<file path="src/rtl/ibex_fp_pkg.sv">
// Shared FP writeback types: accrued-flag layout, DesignWare status bit map and
// the buffered writeback entry.
package ibex_fp_pkg;

    localparam int unsigned DW_STATUS_W = 8;

    localparam int unsigned DW_ZERO     = 0;
    localparam int unsigned DW_INF      = 1;
    localparam int unsigned DW_INVALID  = 2;
    localparam int unsigned DW_TINY     = 3;
    localparam int unsigned DW_HUGE     = 4;
    localparam int unsigned DW_INEXACT  = 5;
    localparam int unsigned DW_HUGEINT  = 6;
    localparam int unsigned DW_DIVZ     = 7;

    typedef struct packed {
        logic nv;
        logic dz;
        logic of;
        logic uf;
        logic nx;
    } fflags_t;

    typedef struct packed {
        logic                   is_int;
        logic [4:0]             addr;
        logic [31:0]            wdata;
        logic [DW_STATUS_W-1:0] status;
    } fpu_wb_entry_t;

    // Underflow is only reported when the tiny result was also inexact.
    function automatic fflags_t dw_status_to_fflags(input logic [DW_STATUS_W-1:0] s);
        fflags_t f;
        f.nv = s[DW_INVALID] | s[DW_HUGEINT];
        f.dz = s[DW_DIVZ];
        f.of = s[DW_HUGE];
        f.uf = s[DW_TINY] & s[DW_INEXACT];
        f.nx = s[DW_INEXACT];
        return f;
    endfunction

endpackage

</file>
<file path="src/rtl/ibex_fpu_wb_buffer.sv">
// FPU writeback buffer: in-order FIFO draining to the FP regfile port and the
// granted integer regfile port, accruing RISC-V fflags as entries retire.
module ibex_fpu_wb_buffer
    import ibex_fp_pkg::*;
#(
    parameter int unsigned DEPTH    = 2,
    parameter int unsigned STATUS_W = 8
) (
    input  logic                       clk_i,
    input  logic                       rst_ni,
    input  logic                       fpu_valid_i,
    output logic                       fpu_ready_o,
    input  logic                       fpu_is_int_i,
    input  logic [4:0]                 fpu_addr_i,
    input  logic [31:0]                fpu_wdata_i,
    input  logic [STATUS_W-1:0]        fpu_status_i,
    output logic                       fp_we_o,
    output logic [4:0]                 fp_waddr_o,
    output logic [31:0]                fp_wdata_o,
    output logic                       int_req_o,
    input  logic                       int_gnt_i,
    output logic [4:0]                 int_waddr_o,
    output logic [31:0]                int_wdata_o,
    input  logic                       flush_i,
    input  logic                       csr_fflags_we_i,
    input  logic [4:0]                 csr_fflags_wdata_i,
    output logic [4:0]                 fflags_o,
    output logic                       pending_o,
    output logic [$clog2(DEPTH):0]     count_o
);

    localparam int unsigned PtrW = $clog2(DEPTH);
    localparam int unsigned CntW = PtrW + 1;

    fpu_wb_entry_t       mem_q [DEPTH];
    logic [PtrW-1:0]     wr_ptr_q, wr_ptr_d;
    logic [PtrW-1:0]     rd_ptr_q, rd_ptr_d;
    logic [CntW-1:0]     count_q, count_d;
    logic [4:0]          fflags_q, fflags_d;

    fpu_wb_entry_t       head, push_entry;
    logic                empty, push, pop, pop_eff;
    logic [4:0]          flag_inc;

    assign empty       = (count_q == '0);
    assign head        = mem_q[rd_ptr_q];
    assign fpu_ready_o = (count_q < CntW'(DEPTH));

    assign push_entry.is_int = fpu_is_int_i;
    assign push_entry.addr   = fpu_addr_i;
    assign push_entry.wdata  = fpu_wdata_i;
    assign push_entry.status = fpu_status_i;

    // Address/data are gated by their strobes so idle ports read as zero.
    assign fp_we_o     = !empty && !head.is_int;
    assign int_req_o   = !empty &&  head.is_int;
    assign fp_waddr_o  = fp_we_o   ? head.addr  : '0;
    assign fp_wdata_o  = fp_we_o   ? head.wdata : '0;
    assign int_waddr_o = int_req_o ? head.addr  : '0;
    assign int_wdata_o = int_req_o ? head.wdata : '0;

    assign pending_o = !empty;
    assign count_o   = count_q;
    assign fflags_o  = fflags_q;

    always_comb begin
        push     = fpu_valid_i && fpu_ready_o && !flush_i;
        pop      = fp_we_o || (int_req_o && int_gnt_i);
        // Under flush only a granted integer write still retires.
        pop_eff  = flush_i ? (int_req_o && int_gnt_i) : pop;
        flag_inc = pop_eff ? 5'(dw_status_to_fflags(head.status)) : '0;

        fflags_d = csr_fflags_we_i ? (csr_fflags_wdata_i | flag_inc)
                                   : (fflags_q | flag_inc);

        wr_ptr_d = wr_ptr_q;
        rd_ptr_d = rd_ptr_q;
        count_d  = count_q;
        if (flush_i) begin
            wr_ptr_d = '0;
            rd_ptr_d = '0;
            count_d  = '0;
        end else begin
            if (push) wr_ptr_d = wr_ptr_q + PtrW'(1);
            if (pop)  rd_ptr_d = rd_ptr_q + PtrW'(1);
            if (push && !pop)      count_d = count_q + CntW'(1);
            else if (!push && pop) count_d = count_q - CntW'(1);
        end
    end

    always_ff @(posedge clk_i or negedge rst_ni) begin
        if (!rst_ni) begin
            wr_ptr_q <= '0;
            rd_ptr_q <= '0;
            count_q  <= '0;
            fflags_q <= '0;
        end else begin
            wr_ptr_q <= wr_ptr_d;
            rd_ptr_q <= rd_ptr_d;
            count_q  <= count_d;
            fflags_q <= fflags_d;
        end
    end

    always_ff @(posedge clk_i) begin
        if (push) mem_q[wr_ptr_q] <= push_entry;
    end

endmodule

</file>
<file path="config.mk">
export PLATFORM = sky130hd
export DESIGN_NAME = ibex_fpu_wb_buffer
export DESIGN_NICKNAME = d
export VERILOG_FILES = /design/src/rtl/ibex_fp_pkg.sv /design/src/rtl/ibex_fpu_wb_buffer.sv
export SDC_FILE = /design/constraint.sdc
export NUM_CORES = 1
export LEC_CHECK = 0
export CORE_UTILIZATION = 62
export DETAILED_ROUTE_END_ITERATION = 10
export DONT_BUFFER_PORTS = 1
export GPL_ROUTABILITY_DRIVEN = 0
export HOLD_SLACK_MARGIN = 0.06
export PLACE_DENSITY = 0.82
export SETUP_SLACK_MARGIN = 0.05
export SLEW_MARGIN = 20
export SYNTH_ARGS = -nofsm -noshare
export SYNTH_HDL_FRONTEND = slang
export SYNTH_SLANG_ARGS = --single-unit
</file>
<file path="constraint.sdc">
create_clock -name clk_i -period 5.4 [get_ports clk_i]
set_clock_uncertainty 0.05 [all_clocks]
set_input_delay 1.62 -clock clk_i [delete_from_list [all_inputs] [get_ports clk_i]]
set_output_delay 1.62 -clock clk_i [all_outputs]
set_load 0.02 [all_outputs]
</file>
== Yosys cells after proc, flatten, opt, wreduce, memory -nomap -nowiden ==
Memories as Yosys holds them, arrays and structs flattened.
Index checks and enable logic that the tools add are counted.

* Input bits: 57
* Register bits after elaboration: 9
* Logic and storage cells: 47
* Memories kept: 1
* Memory bits (writable): 92
* Output and inout port bits: 85

{| class="wikitable"
|+ Memory list
! memory !! depth !! width !! read ports !! clocked after memory_dff !! write ports !! line !! text
|-
| mem_q || 2 || 46 || 1 || 0 || 1 || ibex_fpu_wb_buffer.sv:35 || <nowiki>fpu_wb_entry_t mem_q [DEPTH];</nowiki>
|}

* Bitwise operators: 4
* Multiplexer cells: 16
* $add $sub $neg: 4
* Reduce and logical (&&, ||, !) cells: 17
* $lt $le $gt $ge: 1

{| class="wikitable"
|+ Operator list
! kind !! count
|-
| 2-to-1 mux 32 bit || 2
|-
| 2-to-1 mux 5 bit || 4
|-
| bitwise OR 5 bit || 2
|-
| logical AND 1 bit || 7
|-
| 2-to-1 mux 1 bit || 7
|-
| 2-to-1 mux 2 bit || 3
|-
| logical NOT 1 bit || 5
|-
| nonzero test 2 bit || 2
|-
| nonzero test 3 bit || 1
|-
| adder 1 bit, second input constant || 2
|-
| adder 2 x 1 -> 2 bit, second input constant || 1
|-
| logical NOT 2 bit || 1
|-
| less-than comparator 2 bit, second input constant || 1
|-
| subtractor 2 x 1 -> 2 bit, second input constant || 1
|-
| bitwise AND 1 bit || 1
|-
| logical OR 1 bit || 1
|-
| bitwise OR 1 bit || 1
|}

== Depth between registers and ports, before layout ==
* Word-level depth: 9
* Gate-level depth with buffers: 6
* Gate-level depth less buffers: 4

== Worst setup path after synthesis ==
Ideal clock, no wire load.

* Path kind: input to register
* From: in fpu_valid_i
* To: mem mem_q[1][10] in the netlist's numbering, enable pin
* Stages on the path: 2
* Setup time: 0.509 ns
* Data required time: 4.841 ns
* Buffers on the path: 0
* Setup slack: -0.169 ns
* Arrival time: 5.009 ns
* Path through: nand2_1 > nor3b_1

* Longest elaborated chain between the ends: 4

{| class="wikitable"
|+ RTL lines
! what !! line !! text
|-
| from (decl) || ibex_fpu_wb_buffer.sv:11 || <nowiki>input logic fpu_valid_i,</nowiki>
|-
| logical AND 1 bit (2 in a row) || ibex_fpu_wb_buffer.sv:67 || <nowiki>push = fpu_valid_i && fpu_ready_o && !flush_i;</nowiki>
|-
| 2-to-1 mux 1 bit || ibex_fpu_wb_buffer.sv:106 || <nowiki>if (push) mem_q[wr_ptr_q] <= push_entry;</nowiki>
|-
| 2-to-1 mux 1 bit (implied by the code) || ibex_fpu_wb_buffer.sv:106 ||
|-
| to (decl) || ibex_fpu_wb_buffer.sv:35 ||
|}

Every way passes these cells.

== Worst setup path after layout ==
* From: reg rd_ptr_q
* To: out fp_wdata_o[9]

* Longest elaborated chain between the ends: 4

{| class="wikitable"
|+ RTL lines
! what !! line !! text
|-
| from (decl) || ibex_fpu_wb_buffer.sv:37 || <nowiki>logic [PtrW-1:0] rd_ptr_q, rd_ptr_d;</nowiki>
|-
| from (signal assigned) || ibex_fpu_wb_buffer.sv:99 || <nowiki>rd_ptr_q <= rd_ptr_d;</nowiki>
|-
| memory read (2 x 46 bit) * || - ||
|-
| logical NOT 1 bit || ibex_fpu_wb_buffer.sv:55 || <nowiki>assign fp_we_o = !empty && !head.is_int;</nowiki>
|-
| logical AND 1 bit || ibex_fpu_wb_buffer.sv:55 ||
|-
| 2-to-1 mux 32 bit * || ibex_fpu_wb_buffer.sv:58 || <nowiki>assign fp_wdata_o = fp_we_o ? head.wdata : '0;</nowiki>
|-
| to (decl) || ibex_fpu_wb_buffer.sv:19 || <nowiki>output logic [31:0] fp_wdata_o,</nowiki>
|}

Mark *: on every way between the ends. The rest lies on a longest branch, timed or not.

==> results.md <==
- Status: finished clean
- Layer with the highest usage: met2
- Final layout net count: approximately 330
- Clock tree sinks: slightly below 100
- PortBufs: 0
- Final setup violation count: 0
- Syn. warnings: 0
- Met2 track utilization from global routing: 35.1%
- Vias/cell: approximately 5.8
- WP data required: roughly 3.7 ns
- CTS tree: yes
- Fin crit period: around 4.3 ns
- Power Density: approximately 340 mW/mm²
- Top FF cell, synth: edfxtp_1
- Leak Pwr: 1.40 nW
- Total GRT Usage: between 20% and 30%
- Largest net degree at the start of global routing: 45
- Relative slew slack: 56.5%
- IO Count: ~140
- Count of non-filler cells in the finished layout: 351
- Distinct cells, synth: 23
- Setup repair bufs after CTS: 0
- Die width: just over 80 µm
- Via count: 2027
- # DRC: 0
- Die outline height: 81.2 µm
- Sequential share of the synthesized area: 73.8%
- Drt total wl: 6640 µm
- Tcrit/Tclk final: 80.5%
- Placement Setup Slack: 1.43 ns
- Vias in the first global route: 1911
- Global routing met3 resource utilization: 6.07%
- Clock slew at reported path FFs: 0.09 ns
- Flops & latches, synth: 97
- Syn Inst Count: about 270
- Hold Buf Count CTS: 0
- DR pass1 iterations: 4
- Setup ws final: 1.05 ns
- Root Buffer: clkbuf_8
- First-pass GRT wire length: 9350 µm
- Post-Syn Nets: 326
- RSZ-0062 raised after global routing: false
- H-tree Lvls: 3
- Core area: 0.00599 mm²
- Clk_lat worst skew: 0.35 ns
- Overall power: 1.41 mW
- Peak VDD IR: 0.000214 V
- Buf+Inv Stages, Crit Path: 1
- Number of CTS-inserted buffers: 9
- Wire per inst: 18.9 µm
- Data arrival, critical path: 2.68 ns
- CP peak stage delay: 0.77 ns
- ANT cells: 0
- Setup crit end kind: output pin
- Max Clock Freq: 230 MHz
- DR iter-0 viols: a little over 100
- Post-Place Cells: between 300 and 400
- Post-Route Setup TNS: 0 ns
- Grt total ovfl: 0
- Max cap viols: 0
- CP cell instances: mux2i_1 -> nand2_1 -> buf_4 -> nor2_1
- FFs w/ async S/R, synth: 9.28%
- Synth Cell Area: 0.00389 mm²
- Max Fanout on Critical Path: 21
- Met1 Use GR: a little under a quarter
- Final HPWL from detailed placement: 4390 µm
- Worst-case clock buffer depth: 2
- Mean Syn Cell Area: 14.4 µm²
- Placed instance area: about 0.0040 mm²
- Cell class contributing the biggest share of worst-path delay: simple AND/OR/NAND/NOR gates
- Core Rows: 28
- Post-synth EDFFs: 88
- Initial antenna violation count: 0
- DRT antenna net count: 0
- Initial Utilization: about two thirds
- Resized Gates After CTS: 0
- Area Overhead vs Synth: 6.44%
- Ratio of cells with drive above 1 in the final layout: about a tenth
- Final Cell Area: roughly 0.0041 mm²
- Die area: 0.00659 mm²
- Hold Vio Cnt, Final: 0
- Max Transition Viols Final: 0
- Worst Tran Pin Value: 0.651 ns
- Worst setup SP type: flip-flop
- Slowest CP cell: dfrtp_2
- Worst hold-check path type: flip-flop to flip-flop
- Critical Setup Path Class: flip-flop to output pin
==> worst paths after layout <==
path | start | to | slack, ns | cells past startpoint
max | rd_ptr_q | fp_wdata_o[9] | 1.05 | 4
min | mem_q[1][4] | fflags_o[2] | 0.49 | 2
max reg2reg | count_o[1] | mem_q[1][35] | 3.30 | 4
min reg2reg | mem_q[1][4] | fflags_o[2] | 0.49 | 2
max in group asynchronous | rst_ni | rd_ptr_q | 4.32 | 0
min in group asynchronous | rst_ni | count_o[0] | 0.91 | 0
==> synth_stat cells, types with 3 or more instances <==
| cell | count | area [µm²] |
|---|---|---|
| buf_2 | 10 | 50.1 |
| o21ai_0 | 3 | 15.0 |
| edfxtp_1 | 88 | 2640 |
| mux2i_1 | 46 | 460 |
| a21oi_1 | 4 | 20.0 |
| nor2_1 | 79 | 297 |
| dfrtp_1 | 9 | 225 |
| o21ai_1 | 5 | 25.0 |
| inv_1 | 3 | 11.3 |
| nand2_1 | 6 | 22.5 |
==> area by class of cell <==
class,count,area [µm²]
inverters,5,18.8
fillers,409,1850
multi-input cells,153,947
clock buffers,9,124
clock inverters,7,46.3
well taps,75,93.8
flip-flops and latches,97,2870
repair buffers,5,37.5
==> per-stage QoR <==
stage / util, % / hold slack, ns
after floorplan: - / 0.441
after detailed placement: 66.2 / 0.478
after global routing: 69.0 / 0.528
final: 69.0 / 0.487
after global placement: 66.2 / 0.448
after CTS: 69.0 / 0.499
==> registers in the layout, indices dropped and copies added (netlist names) <==
| name | flops |
|---|---|
| count_o | 2 |
| fflags_o | 5 |
| mem_q | 88 |
| rd_ptr_q | 1 |
| wr_ptr_q | 1 |
==> kinds of logic (layout without fill, tap and decap cells) <==
kind of cell / after synthesis / after routing / share of synthesized area, %
AO/OA/AOI/OAI: 15 / 15 / 2.12
XOR/XNOR: 1 / 1 / 0.225
AND/OR/NAND/NOR: 89 / 89 / 8.98
flip-flops: 97 / 97 / 73.8
buffers and inverters: 19 / 26 / 2.25
multiplexers: 48 / 48 / 12.6
==> worst min-delay path: cells and delay by family, from the launching register on <==
family	cells	cell delay (ns)
muxes	1	0.07
AOI/OAI and AO/OA	1	0.11
DFF	1	0.33
==> power breakdown <==
group / switching (mW) / internal (mW) / total, mW
Combinational: 0.0901 / 0.0353 / 0.125
Sequential: 0.0236 / 0.855 / 0.879
Clock: 0.240 / 0.166 / 0.406
==> routing by layer <==
layer	share of wire (%)	wire length, µm
met5	0	0
met4	2.1	138
met3	6.0	398
met2	54	3610
met1	38	2490
==> placed cells by master (no fill, tap or decap), drive strengths merged <==
| cell type | instances |
|---|---|
| buf | 5 |
| clkinvlp | 2 |
| nor3b | 1 |
| clkinv | 4 |
| nand2 | 6 |
| o31ai | 1 |
| o21ai | 8 |
| edfxtp | 88 |
| clkbuf | 9 |
| or3 | 1 |
| mux2i | 46 |
| a211o | 1 |
| inv | 6 |
| and3 | 1 |
| mux2 | 2 |
| xor2 | 1 |
| a21oi | 4 |
| dfrtp | 9 |
| nor2 | 79 |
| nor3 | 1 |
| a31oi | 1 |
Power figures use the tool's default switching activity.
